===== src/rtl/sb_ctx_sequencer.sv =====
// sb_ctx_sequencer: holds NUM_CTX switch-box config words and replays a selected one into the tile.
// Optional feature macro SB_CTX_AUTO_EN adds a timed round-robin self-switch (AUTO_PERIOD, auto_en_i).
module sb_ctx_sequencer #(
  parameter int unsigned NUM_CTX    = 4,
  parameter int unsigned CTX_W      = 2,
  parameter logic [31:0] SB_ADDR    = 32'h0,
  parameter int unsigned SETTLE_CYC = 2
`ifdef SB_CTX_AUTO_EN
  , parameter int unsigned AUTO_PERIOD = 16
`endif
) (
  input  logic             clk_i,
  input  logic             reset_ni,
  input  logic             wr_valid_i,
  output logic             wr_ready_o,
  input  logic [CTX_W-1:0] wr_ctx_i,
  input  logic [31:0]      wr_data_i,
  input  logic             sw_req_i,
  input  logic [CTX_W-1:0] sw_ctx_i,
  output logic             sw_ack_o,
  output logic             sw_err_o,
  output logic [31:0]      config_addr_o,
  output logic [31:0]      config_data_o,
  output logic             config_en_o,
  output logic [CTX_W-1:0] active_ctx_o,
  output logic             busy_o
`ifdef SB_CTX_AUTO_EN
  , input  logic           auto_en_i
`endif
);

  localparam int unsigned DATA_W = 32;
  localparam int unsigned NSLOT  = 1 << CTX_W;
  localparam int unsigned CNT_W  = 5;
  // SETTLE spans the config_en cycle, SETTLE_CYC idle cycles and the ack register stage.
  localparam logic [CNT_W-1:0] SETTLE_LAST = CNT_W'(SETTLE_CYC + 1);
  localparam logic [CTX_W-1:0] LAST_CTX    = CTX_W'(NUM_CTX - 1);
`ifdef SB_CTX_AUTO_EN
  localparam int unsigned AUTO_W = $clog2(AUTO_PERIOD + 1);
  localparam logic [AUTO_W-1:0] AUTO_LAST = AUTO_W'(AUTO_PERIOD - 1);
`endif

  typedef enum logic [1:0] {
    S_IDLE   = 2'd0,
    S_LOAD   = 2'd1,
    S_SETTLE = 2'd2,
    S_DONE   = 2'd3
  } state_e;

  state_e              state_q, state_d;
  logic [CTX_W-1:0]    pend_q, pend_d;
  logic                err_q, err_d;
  logic [CNT_W-1:0]    cnt_q, cnt_d;
  logic                cfg_en_q, cfg_en_d;
  logic [DATA_W-1:0]   cfg_data_q, cfg_data_d;
  logic [CTX_W-1:0]    active_q, active_d;
  logic                ack_q, ack_d;
  logic                serr_q, serr_d;
  logic                busy_q, busy_d;
  logic [DATA_W-1:0]   store_q [NSLOT];
  logic                wr_ready_c;
  logic                wr_fire_c;
  logic                sw_bad_c;
`ifdef SB_CTX_AUTO_EN
  logic                auto_q, auto_d;
  logic [AUTO_W-1:0]   acnt_q, acnt_d;
  logic [CTX_W-1:0]    next_ctx_c;
`endif

  // The slot being applied is locked against host writes until the switch retires.
  assign wr_ready_c = (state_q == S_IDLE) | (wr_ctx_i != pend_q);
  assign wr_fire_c  = wr_valid_i & wr_ready_c & (32'(wr_ctx_i) < NUM_CTX);
  assign sw_bad_c   = 32'(sw_ctx_i) >= NUM_CTX;
`ifdef SB_CTX_AUTO_EN
  assign next_ctx_c = (active_q == LAST_CTX) ? '0 : active_q + CTX_W'(1);
`endif

  always_comb begin
    state_d    = state_q;
    pend_d     = pend_q;
    err_d      = err_q;
    cnt_d      = cnt_q;
    cfg_en_d   = 1'b0;
    cfg_data_d = cfg_data_q;
    active_d   = active_q;
`ifdef SB_CTX_AUTO_EN
    auto_d     = auto_q;
    acnt_d     = acnt_q;
`endif
    unique case (state_q)
      S_IDLE: begin
        cnt_d = '0;
        if (sw_req_i) begin
          pend_d  = sw_ctx_i;
          err_d   = sw_bad_c;
          state_d = sw_bad_c ? S_DONE : S_LOAD;
`ifdef SB_CTX_AUTO_EN
          auto_d  = 1'b0;
          acnt_d  = '0;
        end else if (auto_en_i) begin
          if (acnt_q == AUTO_LAST) begin
            pend_d  = next_ctx_c;
            err_d   = 1'b0;
            auto_d  = 1'b1;
            acnt_d  = '0;
            state_d = S_LOAD;
          end else begin
            acnt_d = acnt_q + AUTO_W'(1);
          end
`endif
        end
      end
      S_LOAD: begin
        cfg_en_d   = 1'b1;
        cfg_data_d = store_q[pend_q];
        state_d    = S_SETTLE;
      end
      S_SETTLE: begin
        if (cnt_q == SETTLE_LAST) begin
          cnt_d    = '0;
          active_d = pend_q;
`ifdef SB_CTX_AUTO_EN
          state_d  = auto_q ? S_IDLE : S_DONE;
`else
          state_d  = S_DONE;
`endif
        end else begin
          cnt_d = cnt_q + CNT_W'(1);
        end
      end
      S_DONE: begin
        if (!sw_req_i) begin
          state_d = S_IDLE;
        end
      end
      default: state_d = S_IDLE;
    endcase
    ack_d  = (state_d == S_DONE);
    serr_d = (state_d == S_DONE) & err_d;
    busy_d = (state_d != S_IDLE);
  end

  always_ff @(posedge clk_i or negedge reset_ni) begin
    if (!reset_ni) begin
      state_q    <= S_IDLE;
      pend_q     <= '0;
      err_q      <= 1'b0;
      cnt_q      <= '0;
      cfg_en_q   <= 1'b0;
      cfg_data_q <= '0;
      active_q   <= '0;
      ack_q      <= 1'b0;
      serr_q     <= 1'b0;
      busy_q     <= 1'b0;
    end else begin
      state_q    <= state_d;
      pend_q     <= pend_d;
      err_q      <= err_d;
      cnt_q      <= cnt_d;
      cfg_en_q   <= cfg_en_d;
      cfg_data_q <= cfg_data_d;
      active_q   <= active_d;
      ack_q      <= ack_d;
      serr_q     <= serr_d;
      busy_q     <= busy_d;
    end
  end

`ifdef SB_CTX_AUTO_EN
  always_ff @(posedge clk_i or negedge reset_ni) begin
    if (!reset_ni) begin
      auto_q <= 1'b0;
      acnt_q <= '0;
    end else begin
      auto_q <= auto_d;
      acnt_q <= acnt_d;
    end
  end
`endif

  // Writes to slots beyond NUM_CTX are accepted but dropped; those entries stay at zero.
  always_ff @(posedge clk_i or negedge reset_ni) begin
    if (!reset_ni) begin
      for (int unsigned i = 0; i < NSLOT; i++) begin
        store_q[i] <= '0;
      end
    end else if (wr_fire_c) begin
      store_q[wr_ctx_i] <= wr_data_i;
    end
  end

  assign wr_ready_o    = wr_ready_c;
  assign sw_ack_o      = ack_q;
  assign sw_err_o      = serr_q;
  assign config_addr_o = SB_ADDR;
  assign config_data_o = cfg_data_q;
  assign config_en_o   = cfg_en_q;
  assign active_ctx_o  = active_q;
  assign busy_o        = busy_q;

endmodule


===== config.mk =====
export PLATFORM = sky130hd
export DESIGN_NAME = sb_ctx_sequencer
export DESIGN_NICKNAME = d
export VERILOG_FILES = /design/src/rtl/sb_ctx_sequencer.sv
export SDC_FILE = /design/constraint.sdc
export NUM_CORES = 1
export LEC_CHECK = 0
export ABC_AREA = 1
export BUFFER_PORTS_ARGS = -buffer_cell sky130_fd_sc_hd__clkbuf_2
export CORE_ASPECT_RATIO = 0.7
export CORE_MARGIN = 5
export CORE_UTILIZATION = 45
export DETAILED_ROUTE_END_ITERATION = 6
export PLACE_DENSITY = 0.65
export SYNTH_ARGS = -nofsm -noshare
export SYNTH_HDL_FRONTEND = slang
export SYNTH_SLANG_ARGS = --single-unit

===== constraint.sdc =====
create_clock -name clk_i -period 2 [get_ports clk_i]
set_clock_uncertainty 0.05 [all_clocks]
set_input_delay 0.4 -clock clk_i [delete_from_list [all_inputs] [get_ports clk_i]]
set_output_delay 0.4 -clock clk_i [all_outputs]
set_load 0.01 [all_outputs]

==> out/metrics.yaml <==
dpl.hpwl_um: 14090
grt-ovfl-total: 0
ys_warn_count: 0
critical_path.slowest_cell: "dfrtp_2"
regToRegEndpoint: "store_q[46]"
critPathCaptureType: "primary output"
worst_r2r_path_depth: 7
placed_area_sq_um: 8917
finalNetCount: 1094
clk_path_buf_depth: 2
post_synth_instance_area_sq_um: 8318
hold_violations: 0
drv_cap: 0
hold_start: "sw_ctx_i[0]"
rows: 41
fp.dieH_um: 123.8
grt_max_degree: 72
die_area_sq_um: 21350
setup_viol: 0
cts_tree: "yes"
crit_arrival_ns: 1.38
power_uw: 13920
initial_core_util_pct: 45.93
drc: 0
drive_gt1_share_pct: 15.38
fmax_ghz: 0.5460
cts_made_buffers: 17
finalCritPeriodShare_pct: 91.57
wl_um: 23220
setup_ws_ns: 0.1687
fin_area_sq_um: 9523
cp_num_buf_inv: 2
first_pass_iters: 5
worst_pin_slew_ns: 0.5445
ys_types: 24
crit_type: "reg2out"
tns_ns: 0
drt.antenna.violating_nets: 0
critPathMaxFanout: 3
crit_top_cell: "nand2_1"
power_density_nw_per_um2: 1462
slew_violations: 0
slew_headroom_pct: 63.70
hold_path_depth: 3
n_antenna_cell: 0
final_common_cell: "nand2_1"
place.gp.congestion: 0.7969
worstPathRequired_ns: 1.55
most-common-layout-cells: "337 x nand2_1, 175 x dfrtp_1, 129 x nand4_1, 104 x o21ai_0, 76 x clkbuf_2"
vias_per_cell: 5.497
numPortBuffers: 78
clock-sinks: 176
path_clk_slew_ns: 0.06
grt_use_total_pct: 21.90
clk_latency_ns: 0.43
die_w_um: 172.5
worstReg2RegStart: "state_q[0]"
core-area_sq_um: 18110
max_stage_delay_ns: 0.46
wl_per_cell_um: 17.83
vdd.ir_drop.worst_uv: 845.6
ys_ff_latch: 176
grt_pass1_vias: 6871
place_ws_ns: 0.2668
grt_pass1_wl_um: 37430
yosysSeqAreaShare_pct: 52.95
synth_cells: 999
drt_iter0_drc: 659
vias: 7157
path_delay_family: "flip-flops"
ctsRootBufferMaster: "clkbuf_16"
whs_endpoint: "pend_q[0]"
status: "finished, final reports clean"
critPathLaunchType: "register"
post-route-min-period_ns: 1.831
rrSetupSlack_ns: 0.22
antenna_found_initial: 0
path_cells: "inv_2, nand2_1, nand2_1, nand3_4, clkbuf_2"
syn_area_per_cell_sq_um: 8.326
leakagePower_uw: 0.004891
design.portCount: 111
synthToLayoutAreaGrowth_pct: 14.49
min_path_type: "in2reg"
htree_levels: 4
rsz0062_at_grt: "false"
## metal layers
layer / track usage (%) / wire length, um / vias up
met2: 34.31 / 10570 / 243
met1: 31.11 / 10910 / 3466
met3: 4.763 / 1415 / 25
li1: - / - / 3423
met4: 6.086 / 319 / 0
met5: 0 / 0 / -
## through the flow
step	std cells	hold WS [ns]	util, %
after global routing	1302	0.1612	52.59
final	1302	0.1545	52.59
after global placement	1268	0.2318	49.24
after CTS	1302	0.1472	52.59
after detailed placement	1268	0.2273	49.24
after floorplan	1030	0.05441	-
## how the worst max path moves through the flow
stage / start / end / slack (ns) / cells after the start
after floorplan: pend_q[0] / wr_ready_o / 0.52 / 6
after global placement: wr_ctx_i[0] / store_q[97] / 0.30 / 8
after detailed placement: wr_ctx_i[0] / store_q[6] / 0.27 / 8
after CTS: pend_q[0] / wr_ready_o / 0.14 / 5
after global routing: pend_q[0] / wr_ready_o / 0.1 / 5
final: pend_q[0] / wr_ready_o / 0.17 / 5
## synth_stat cells, drive strengths merged
| library cell | count | area [sq um] |
|---|---|---|
| o21ai | 104 | 520.5 |
| buf | 69 | 468.0 |
| conb | 1 | 3.750 |
| nand2 | 337 | 1265 |
| a22o | 1 | 8.760 |
| nor2 | 75 | 286.5 |
| o22ai | 33 | 206.5 |
| dfrtp | 176 | 4404 |
| nor3 | 1 | 5.000 |
| inv | 13 | 48.80 |
| clkbuf | 47 | 177.7 |
| xnor2 | 1 | 8.760 |
| nand4 | 129 | 807.0 |
| nand3 | 9 | 77.58 |
| xor2 | 2 | 17.52 |
| ha | 1 | 12.51 |
## what timing repair did
item / in CTS / in global routing
hold buffers: 1 / 0
setup buffers: 1 / 0
endpoints found under the hold margin: 21 / 0
resized for setup: 1 / 0
endpoints found under the setup margin: 1 / 0
## sequential cells by signal, summed over array words and instances, names as in the netlist
name	flops
pend_q	2
sw_ack_o	1
sw_err_o	1
store_q	128
config_data_o	32
busy_o	1
cnt_q	5
err_q	1
active_ctx_o	2
config_en_o	1
state_q	2
## cell families (layout without fill, tap and decap cells)
kind of cell | Yosys count | count (layout) | share of synthesized area [%]
flops | 176 | 176 | 52.95
other cells | 1 | 32 | 0.04508
xor+xnor | 3 | 3 | 0.3159
compound gates | 138 | 138 | 8.845
simple gates | 551 | 551 | 29.35
buf+inv | 129 | 165 | 8.348
fa+ha+maj | 1 | 1 | 0.1504
## worst reg2reg max path, delay by kind of cell, from the launching register on
kind	cells	cell delay [ns]
buffers and inverters	2	0.61
flip-flops	1	0.39
AND/OR/NAND/NOR	5	0.67
## power by group
group / switching (uW) / internal, uW / leakage, uW
combinational: 3280 / 1730 / 0.00239
sequential: 716 / 4890 / 0.00221
clock: 1440 / 1860 / 0.000291
## cell type report
class	count	area, sq um
repair buffers	120	842.1
well taps	236	295.3
clock inverters	10	101.3
fillers	1691	8586
clock buffers	22	484.2
inverters	13	48.80
flip-flops and latches	176	4405
multi-input cells	725	3346
No activity file was read; power rests on OpenSTA's default activity.
